[src/rtl/trace_capture_if.sv]
// Trace stream bundle: head-of-FIFO entry plus valid/ready handshake.
//   master : producer side (trace_capture), drives valid and entry fields
//   slave  : consumer side (monitor / debug port), drives ready
interface trace_capture_if #(
  parameter int unsigned DATA_W     = 32,
  parameter int unsigned DM_ADDRESS = 9,
  parameter int unsigned SEQ_W      = 16
);

  logic                  trc_valid;
  logic                  trc_ready;
  logic                  trc_kind;
  logic [DM_ADDRESS-1:0] trc_tag;
  logic [DATA_W-1:0]     trc_data;
  logic [SEQ_W-1:0]      trc_seq;

  modport master (
    output trc_valid,
    output trc_kind,
    output trc_tag,
    output trc_data,
    output trc_seq,
    input  trc_ready
  );

  modport slave (
    input  trc_valid,
    input  trc_kind,
    input  trc_tag,
    input  trc_data,
    input  trc_seq,
    output trc_ready
  );

endinterface

[src/rtl/trace_capture.sv]
// Captures committed register-file and data-memory writes, numbers each one,
// buffers them in a FIFO and drains them as a first-word-fall-through stream.
// Ports:
//   clk, reset          clock, asynchronous active-low reset
//   enable              capture enable (draining continues when low)
//   reg_write_sig/reg_num/reg_data   WB-stage register write
//   wr/addr/wr_data     MEM-stage data memory write
//   trc                 trace stream (master modport)
//   count               FIFO occupancy
//   drop_cnt            saturating count of events lost to a full FIFO
// DEPTH must be a power of two and at least 4.
module trace_capture #(
  parameter int unsigned DATA_W     = 32,
  parameter int unsigned DM_ADDRESS = 9,
  parameter int unsigned DEPTH      = 16,
  parameter int unsigned SEQ_W      = 16
) (
  input  logic                      clk,
  input  logic                      reset,
  input  logic                      enable,
  input  logic                      reg_write_sig,
  input  logic [4:0]                reg_num,
  input  logic [DATA_W-1:0]         reg_data,
  input  logic                      wr,
  input  logic [DM_ADDRESS-1:0]     addr,
  input  logic [DATA_W-1:0]         wr_data,
  trace_capture_if.master           trc,
  output logic [$clog2(DEPTH):0]    count,
  output logic [7:0]                drop_cnt
);

  localparam int unsigned PTR_W = $clog2(DEPTH);
  localparam int unsigned CNT_W = PTR_W + 1;
  // Entry layout, MSB first: kind | tag | data | seq
  localparam int unsigned ENT_W = 1 + DM_ADDRESS + DATA_W + SEQ_W;

  logic [ENT_W-1:0] store [DEPTH];

  logic [PTR_W-1:0] head_q, tail_q;
  logic [SEQ_W-1:0] seq_q;
  logic             valid_q;
  logic [ENT_W-1:0] head_ent_q;

  logic             reg_ev, mem_ev, pop;
  logic [1:0]       n_ev, n_push, n_drop;
  logic [CNT_W-1:0] free_c, remain_c, count_n;
  logic [PTR_W-1:0] head_n, tail_n;
  logic [SEQ_W-1:0] seq_n;
  logic [8:0]       drop_sum;
  logic [7:0]       drop_n;
  logic [ENT_W-1:0] ent_reg, ent_mem, ent0, ent1, head_ent_n;
  logic             valid_n;

  // Event qualification, ordering, space allocation and next-state computation
  always_comb begin
    reg_ev     = enable && reg_write_sig && (reg_num != 5'd0);
    mem_ev     = enable && wr;
    n_ev       = 2'(reg_ev) + 2'(mem_ev);
    free_c     = CNT_W'(DEPTH) - count;
    pop        = valid_q && trc.trc_ready;

    // Space is judged before this cycle's pop: a pop never funds a same-cycle push
    n_push = 2'd0;
    if (free_c >= CNT_W'(2)) begin
      n_push = n_ev;
    end else if (free_c == CNT_W'(1)) begin
      n_push = (n_ev != 2'd0) ? 2'd1 : 2'd0;
    end
    n_drop = n_ev - n_push;

    // Register event comes first in order and takes the lower sequence number
    ent_reg = {1'b0, DM_ADDRESS'(reg_num), reg_data, seq_q};
    ent_mem = {1'b1, addr, wr_data, seq_q + SEQ_W'(reg_ev)};
    ent0    = reg_ev ? ent_reg : ent_mem;
    ent1    = ent_mem;

    seq_n   = seq_q + SEQ_W'(n_ev);
    count_n = count + CNT_W'(n_push) - CNT_W'(pop);
    head_n  = head_q + PTR_W'(pop);
    tail_n  = tail_q + PTR_W'(n_push);

    drop_sum = 9'(drop_cnt) + 9'(n_drop);
    drop_n   = (drop_sum > 9'd255) ? 8'hFF : drop_sum[7:0];

    // Next head: an older stored entry if one survives the pop, else the first push
    remain_c   = count - CNT_W'(pop);
    head_ent_n = '0;
    if (remain_c != '0) begin
      head_ent_n = store[head_n];
    end else if (n_push != 2'd0) begin
      head_ent_n = ent0;
    end
    valid_n = (count_n != '0);
  end

  // Control state and registered stream outputs
  always_ff @(posedge clk or negedge reset) begin
    if (!reset) begin
      head_q     <= '0;
      tail_q     <= '0;
      count      <= '0;
      seq_q      <= '0;
      drop_cnt   <= '0;
      valid_q    <= 1'b0;
      head_ent_q <= '0;
    end else begin
      head_q     <= head_n;
      tail_q     <= tail_n;
      count      <= count_n;
      seq_q      <= seq_n;
      drop_cnt   <= drop_n;
      valid_q    <= valid_n;
      head_ent_q <= head_ent_n;
    end
  end

  // Storage is not reset; pointers and count define which entries are live
  always_ff @(posedge clk) begin
    if (n_push != 2'd0) begin
      store[tail_q] <= ent0;
    end
    if (n_push == 2'd2) begin
      store[tail_q + PTR_W'(1)] <= ent1;
    end
  end

  assign trc.trc_valid = valid_q;
  assign trc.trc_kind  = head_ent_q[ENT_W-1];
  assign trc.trc_tag   = head_ent_q[ENT_W-2 -: DM_ADDRESS];
  assign trc.trc_data  = head_ent_q[SEQ_W +: DATA_W];
  assign trc.trc_seq   = head_ent_q[SEQ_W-1:0];

endmodule

[src/flat_wrapper.sv]
// flat-port wrapper written by rule: the top's interface ports become plain ports
module trace_capture_flat 
#(
  parameter int unsigned DATA_W     = 32,
  parameter int unsigned DM_ADDRESS = 9,
  parameter int unsigned DEPTH      = 16,
  parameter int unsigned SEQ_W      = 16
)
  (clk, reset, enable, reg_write_sig, reg_num, reg_data, wr, addr, wr_data, count, drop_cnt, trc_trc_valid, trc_trc_kind, trc_trc_tag, trc_trc_data, trc_trc_seq, trc_trc_ready);
  trace_capture_if #(.DATA_W(DATA_W), .DM_ADDRESS(DM_ADDRESS), .SEQ_W(SEQ_W)) trc_i ();
  input  logic clk;
  input  logic reset;
  input  logic enable;
  input  logic reg_write_sig;
  input  logic [4:0] reg_num;
  input  logic [DATA_W-1:0] reg_data;
  input  logic wr;
  input  logic [DM_ADDRESS-1:0] addr;
  input  logic [DATA_W-1:0] wr_data;
  output logic [$clog2(DEPTH):0] count;
  output logic [7:0] drop_cnt;
  output wire logic [$bits(trc_i.trc_valid)-1:0] trc_trc_valid;
  output wire logic [$bits(trc_i.trc_kind)-1:0] trc_trc_kind;
  output wire logic [$bits(trc_i.trc_tag)-1:0] trc_trc_tag;
  output wire logic [$bits(trc_i.trc_data)-1:0] trc_trc_data;
  output wire logic [$bits(trc_i.trc_seq)-1:0] trc_trc_seq;
  input wire logic [$bits(trc_i.trc_ready)-1:0] trc_trc_ready;
  assign trc_trc_valid = trc_i.trc_valid;
  assign trc_trc_kind = trc_i.trc_kind;
  assign trc_trc_tag = trc_i.trc_tag;
  assign trc_trc_data = trc_i.trc_data;
  assign trc_trc_seq = trc_i.trc_seq;
  assign trc_i.trc_ready = trc_trc_ready;
  trace_capture #(.DATA_W(DATA_W), .DM_ADDRESS(DM_ADDRESS), .DEPTH(DEPTH), .SEQ_W(SEQ_W)) u_core (.clk(clk), .reset(reset), .enable(enable), .reg_write_sig(reg_write_sig), .reg_num(reg_num), .reg_data(reg_data), .wr(wr), .addr(addr), .wr_data(wr_data), .trc(trc_i), .count(count), .drop_cnt(drop_cnt));
endmodule
[config.mk]
export PLATFORM = sky130hd
export DESIGN_NAME = trace_capture_flat
export DESIGN_NICKNAME = d
export VERILOG_FILES = /design/src/rtl/trace_capture_if.sv /design/src/rtl/trace_capture.sv /design/src/flat_wrapper.sv
export SDC_FILE = /design/constraint.sdc
export NUM_CORES = 2
export LEC_CHECK = 0
export ABC_AREA = 1
export BUFFER_PORTS_ARGS = -buffer_cell sky130_fd_sc_hd__buf_2
export CAP_MARGIN = 20
export CORE_ASPECT_RATIO = 0.7
export CORE_UTILIZATION = 30
export DETAILED_ROUTE_END_ITERATION = 16
export GPL_TIMING_DRIVEN = 0
export HOLD_SLACK_MARGIN = 0.08
export SETUP_SLACK_MARGIN = 0.5
export SYNTH_ARGS = -nofsm -noshare
export SYNTH_HDL_FRONTEND = slang
export SYNTH_SLANG_ARGS = --single-unit
[constraint.sdc]
create_clock -name clk -period 9.16 [get_ports clk]
set_clock_uncertainty 0.2 [all_clocks]
set_input_delay 1.832 -clock clk [delete_from_list [all_inputs] [get_ports clk]]
set_output_delay 1.832 -clock clk [all_outputs]
set_load 0.05 [all_outputs]
* After elaboration in Yosys (flattened, before gate mapping)
Memory sizes are Yosys's and may differ from the RTL's.
Cells that the tools add are included.
W data, S select, Z words.
** Word-level totals
- Flip-flop bits (word level) :: 96
- Latch bits :: 0
- Bits in writable memories :: 928
- ROM bits :: 0
- Input bits :: 84
- Logic and storage cells :: 44
- Memories kept :: 1
** Operators by class
- $add $sub $neg :: 12
- $mul :: 0
- Div/mod/pow operators :: 0
- $lt $le $gt $ge :: 2
- Eq/ne operators :: 2
- Shift-type cells :: 0
- Mux-type cells :: 11
- Bitwise logic cells :: 0
- Reductions and logical operators :: 9
** Memory list
- u_core.store :: words 16, bits a word 58, read ports 1, clocked after Yosys merged registers in 0, write ports 2, line trace_capture.sv:37 : logic [ENT_W-1:0] store [DEPTH];
** Operator list (number)
- $mux W58 :: 3
- $add A16 B1 Y16 :: 1
- $add A16 B2 Y16 :: 1
- $reduce_bool A5 Y1 :: 3
- $sub A5 B1 Y5 :: 2
- $add A8 B2 Y9 :: 1
- $gt A9 B8 Y1 const B :: 1
- $mux W8 :: 1
- $add A5 B2 Y5 :: 1
- $eq A5 B1 Y1 const B :: 1
- $ge A5 B2 Y1 const B :: 1
- $mux W1 :: 5
- $sub A5 B5 Y5 const A :: 1
- $add A4 B1 Y4 :: 1
- $add A4 B1 Y4 const B :: 1
- $add A4 B2 Y4 :: 1
- $logic_and A1 B1 Y1 :: 4
- $mux W2 :: 2
- $reduce_bool A2 Y1 :: 2
- $add A1 B1 Y2 :: 1
- $eq A2 B2 Y1 const B :: 1
- $sub A2 B2 Y2 :: 1

* Logic depth before layout (Yosys ltp)
- Depth after elaboration :: 11
- Gate-level depth with buffers :: 22
- Gate-level depth less buffers :: 19

* Least setup slack after synthesis
Ideal clock, no wire load.
- Path kind :: input port to flip-flop
- Start point :: input port reg_num[4]
- End point :: memory u_core.store[12][0] (netlist name) (enable)
- Setup time :: 646 ps
- Arrival :: 4684 ps
- Data required time :: 8314 ps
- Setup slack :: 3630 ps
- Stages on the path :: 16
- Path buffers :: 5
- Cell sequence :: nor2_1 > nand4_1 > nand2_1 > buf_2 > buf_2 > buf_1 > ha_1 > inv_1 > nand3_1 > nor2_1 > nand3_1 > nand3_2 > buf_6 > buf_4 > nand2_1 > nand2_1
** RTL lines
- start, declared :: line flat_wrapper.sv:15 : input logic [4:0] reg_num;
- end, declared :: line trace_capture.sv:37

* Final worst setup path
- Start point :: input port reg_num[0]
- End point :: register u_core.drop_cnt[5]
** Between the ends
- Cells in the longest elaborated chain, start to end :: 11
** Ends and longest elaborated chain
- $reduce_bool A5 Y1 * :: line trace_capture.sv:56 : reg_ev = enable && reg_write_sig && (reg_num != 5'd0);
- $logic_and A1 B1 Y1 * :: line trace_capture.sv:56
- $add A1 B1 Y2 * :: line trace_capture.sv:58 : n_ev = 2'(reg_ev) + 2'(mem_ev);
- $reduce_bool A2 Y1 :: line trace_capture.sv:67 : n_push = (n_ev != 2'd0) ? 2'd1 : 2'd0;
- $mux W1 :: line trace_capture.sv:67
- $mux W2 :: line trace_capture.sv:66 : end else if (free_c == CNT_W'(1)) begin
- $mux W2 :: line trace_capture.sv:64 : if (free_c >= CNT_W'(2)) begin
- $sub A2 B2 Y2 * :: line trace_capture.sv:69 : n_drop = n_ev - n_push;
- $add A8 B2 Y9 * :: line trace_capture.sv:82 : drop_sum = 9'(drop_cnt) + 9'(n_drop);
- $gt A9 B8 Y1 :: line trace_capture.sv:83 : drop_n = (drop_sum > 9'd255) ? 8'hFF : drop_sum[7:0];
- $mux W8 * :: line trace_capture.sv:83
- named net u_core.drop_n[5] :: line trace_capture.sv:50 : logic [7:0] drop_n;
- end signal, assigned :: line trace_capture.sv:111 : drop_cnt <= drop_n;
- end, declared :: line trace_capture.sv:29 : output logic [7:0] drop_cnt
Mark *: on every way through the listed nets, which the timed path passes. The rest lies on a longest branch.

==> impl_metrics.yaml <==
clock_tree:
  cts_buffer_depth: 3
  cts_resized: 0
  h-tree-depth: 3
  clk-insertion-delay-late_ns: 0.80
  root_buffer: "clkbuf_16"
  cts_buffers: 108
  cts.sinks: 1024
  post_cts_buffers: 0
  ctsHoldBuffers: 0
  clkSlewWorstSetupHoldPaths_ns: 0.07
  cts_tree: "done"
power:
  ir_drop_v: 0.000257
  p_total_mw: 23.4
  p_seq_share_pct: 25.1
  p_comb_share_pct: 54.3
  switching_share_pct: 51.7
  internal_power_mw: 11.3
  p_clk_share_pct: 20.5
  p_per_area_mw_per_mm2: 375
  leakage_nw: 22.5
  power_switching_mw: 12.1
synth:
  netlist_instances: 5886
  synth.most_common_cell: "nand3_1"
  synth_seq_cells: 1024
  synth-async-reset-ratio_pct: 9.38
  synth_flop_cell: "edfxtp_1"
  netlist.area_leader.share_pct: 50.9
  syn_avg_cell_area_um2: 9.15
  syn_area_mm2: 0.0538
  yosysWarnings: 0
  yosys.area.top_type: "edfxtp_1"
  synth.area.top_cells: "edfxtp_1, nand3_1, o21ai_0, nor2_1, dfrtp_1"
  synth_cell_types: 39
  netlist_top_cells_count: "nand3_1, edfxtp_1, o21ai_0, nor2_1, nand2_1"
  synth_edf_count: 912
  mappedNetlistNets: 5999
  synth_seq_area_share_pct: 55.9
detailed_routing:
  ant_nets: 0
  drt_pass1_iterations: 7
  viasPerCell: 5.88
  drt_wl_total_mm: 251
  drcViolationCount: 0
  drt_iter0_drc: 9123
  wl_per_cell_um: 29.0
  dr_total_vias: 50900
final_layout:
  layout-drive-gt1-share_pct: 12.3
  nets: 6303
  areaGrowthSynthToFinish_pct: 15.7
sta:
  setup_viol: 0
  rsz0062_at_grt: "no"
  clock.fmax_ghz: 0.159
  worst_pin_slew_ns: 1.25
  period_share_pct: 68.6
  fin_crit_ns: 6.28
  slew_violations: 0
  slew_headroom_pct: 16.6
  tns_ns: 0
  finalHoldViolCount: 0
floorplanning:
  die_h_um: 356
  num_rows: 129
  ios: 156
  dieArea_mm2: 0.181
  start_util_pct: 30.4
  die_w_um: 508
  core-area_mm2: 0.177
place:
  gp_congestion: 1.00
  hpwlAfterDp_mm: 188
  io_buffers: 151
global_route:
  grt_pass1_wl_mm: 347
  grt_usage_pct: 26.9
  grt_pass1_vias: 45800
  grt-ovfl-total: 0
  antenna_found_initial: 12
  grt_max_degree: 58
critical_path:
  start_kind: "input port"
  worstPathRequired_ns: 9.66
  cp.arrival_ns: 6.78
  crit_fanout: 11
  path_class: "input port to flop"
  crit_path_end_kind: "flop"
status:
  status: "finished clean"
min_path:
  hold_class: "flop to flop"
run:
  drv_cap: 0
## cells in the final DEF (no fill, tap or decap), drive strengths merged, types with 4 or more instances in the layout
master,instances
a21oi,8
and2,5
buf,537
bufinv,14
clkbuf,424
clkinv,38
clkinvlp,5
dfrtp,96
dfxtp,16
diode,12
edfxtp,912
fa,4
ha,25
inv,129
nand2,658
nand3,1059
nand4,11
nor2,752
o211ai,230
o21ai,1320
xnor2,8
xor2,25
## layout make-up
cell class | count | area [um2]
diodes | 12 | 30.0
multi-input cells | 4113 | 20300
inverters | 126 | 473
well taps | 2358 | 2950
plain buffers | 623 | 3160
clock inverters | 60 | 694
flip-flops and latches | 1024 | 30100
fillers | 18000 | 115000
clock buffers | 144 | 3030
repair buffers | 194 | 1610
## cell families after synthesis
logic type / count (synthesis) / synth area share [%]
compound gates: 1561 / 15.9
xor+xnor: 33 / 0.579
fa+ha+maj: 29 / 0.730
buf+inv: 749 / 6.75
flops: 1024 / 55.9
simple gates: 2490 / 20.1
## state kept, by name, summed over array words and instances, names as in the netlist
| name | count |
|---|---|
| u_core.count | 5 |
| u_core.trc.trc_valid | 1 |
| u_core.head_q | 4 |
| u_core.tail_q | 4 |
| u_core.store | 928 |
| u_core.drop_cnt | 8 |
| u_core.head_ent_q | 58 |
| u_core.seq_q | 16 |
## through the flow
| stage | hold slack, ns | util [%] | setup WS, ns | instance area, um2 | std cells |
|---|---|---|---|---|---|
| global route | 0.275 | 35.1 | 2.48 | 62300 | 8642 |
| CTS | 0.254 | 35.1 | 3.00 | 62300 | 8639 |
| floorplan | 0.224 | - | 3.63 | 53800 | 5886 |
| finish | 0.263 | 35.1 | 2.88 | 62300 | 8654 |
| global placement | 0.237 | 32.4 | 0.513 | 57600 | 8395 |
| detailed placement | 0.237 | 33.0 | 2.21 | 58500 | 8435 |
## path summary, 6_finish.rpt
path,from,to,slack [ns],cells after the start
worst max register to register,u_core.trc.trc_valid,u_core.head_ent_q[57],4.36,14
worst max-delay path,reg_num[0],u_core.drop_cnt[5],2.88,23
worst min register to register,u_core.store[2][57],u_core.store[2][57],0.26,2
max in group asynchronous,reset,u_core.head_ent_q[37],7.19,2
min in group asynchronous,reset,u_core.drop_cnt[1],0.77,1
worst min-delay path,u_core.store[2][57],u_core.store[2][57],0.26,2
## per-layer routing
layer	global-route usage, %	vias up	part of all wire, %	wire [um]
li1	-	21600	-	-
met1	38.1	24500	41	102000
met2	34.9	4208	37	93400
met3	11.8	588	17	43000
met4	11.4	18	4.9	12300
met5	0.669	-	0.11	266
## power groups by stage
stage          clock (mW)  combinational (mW)  sequential (mW)
6_report             4.81                12.7             5.88
5_1_grt              4.95                13.1             5.92
4_1_cts              4.78                12.0             5.88
3_5_place_dp            0                12.0             5.98
3_3_place_gp            0                11.7             6.02
2_1_floorplan           0                6.13             6.50
## critical path: stages
cell     delay [ns]
buf_2          0.10
inv_1          0.09
nand4_1        0.10
nand2_1        0.38
buf_2          0.40
buf_2          0.39
buf_1          0.78
ha_1           0.28
inv_1          0.05
nand3_1        0.07
nor2_1         0.04
nand3_1        0.11
nand2_1        0.13
ha_1           0.31
inv_1          0.06
ha_1           0.15
inv_1          0.06
fa_1           0.43
nor3_1         0.27
inv_1          0.09
nor3_1         0.27
nand2_1        0.24
nand2_1        0.12
No activity file was read; power rests on OpenSTA's default activity.
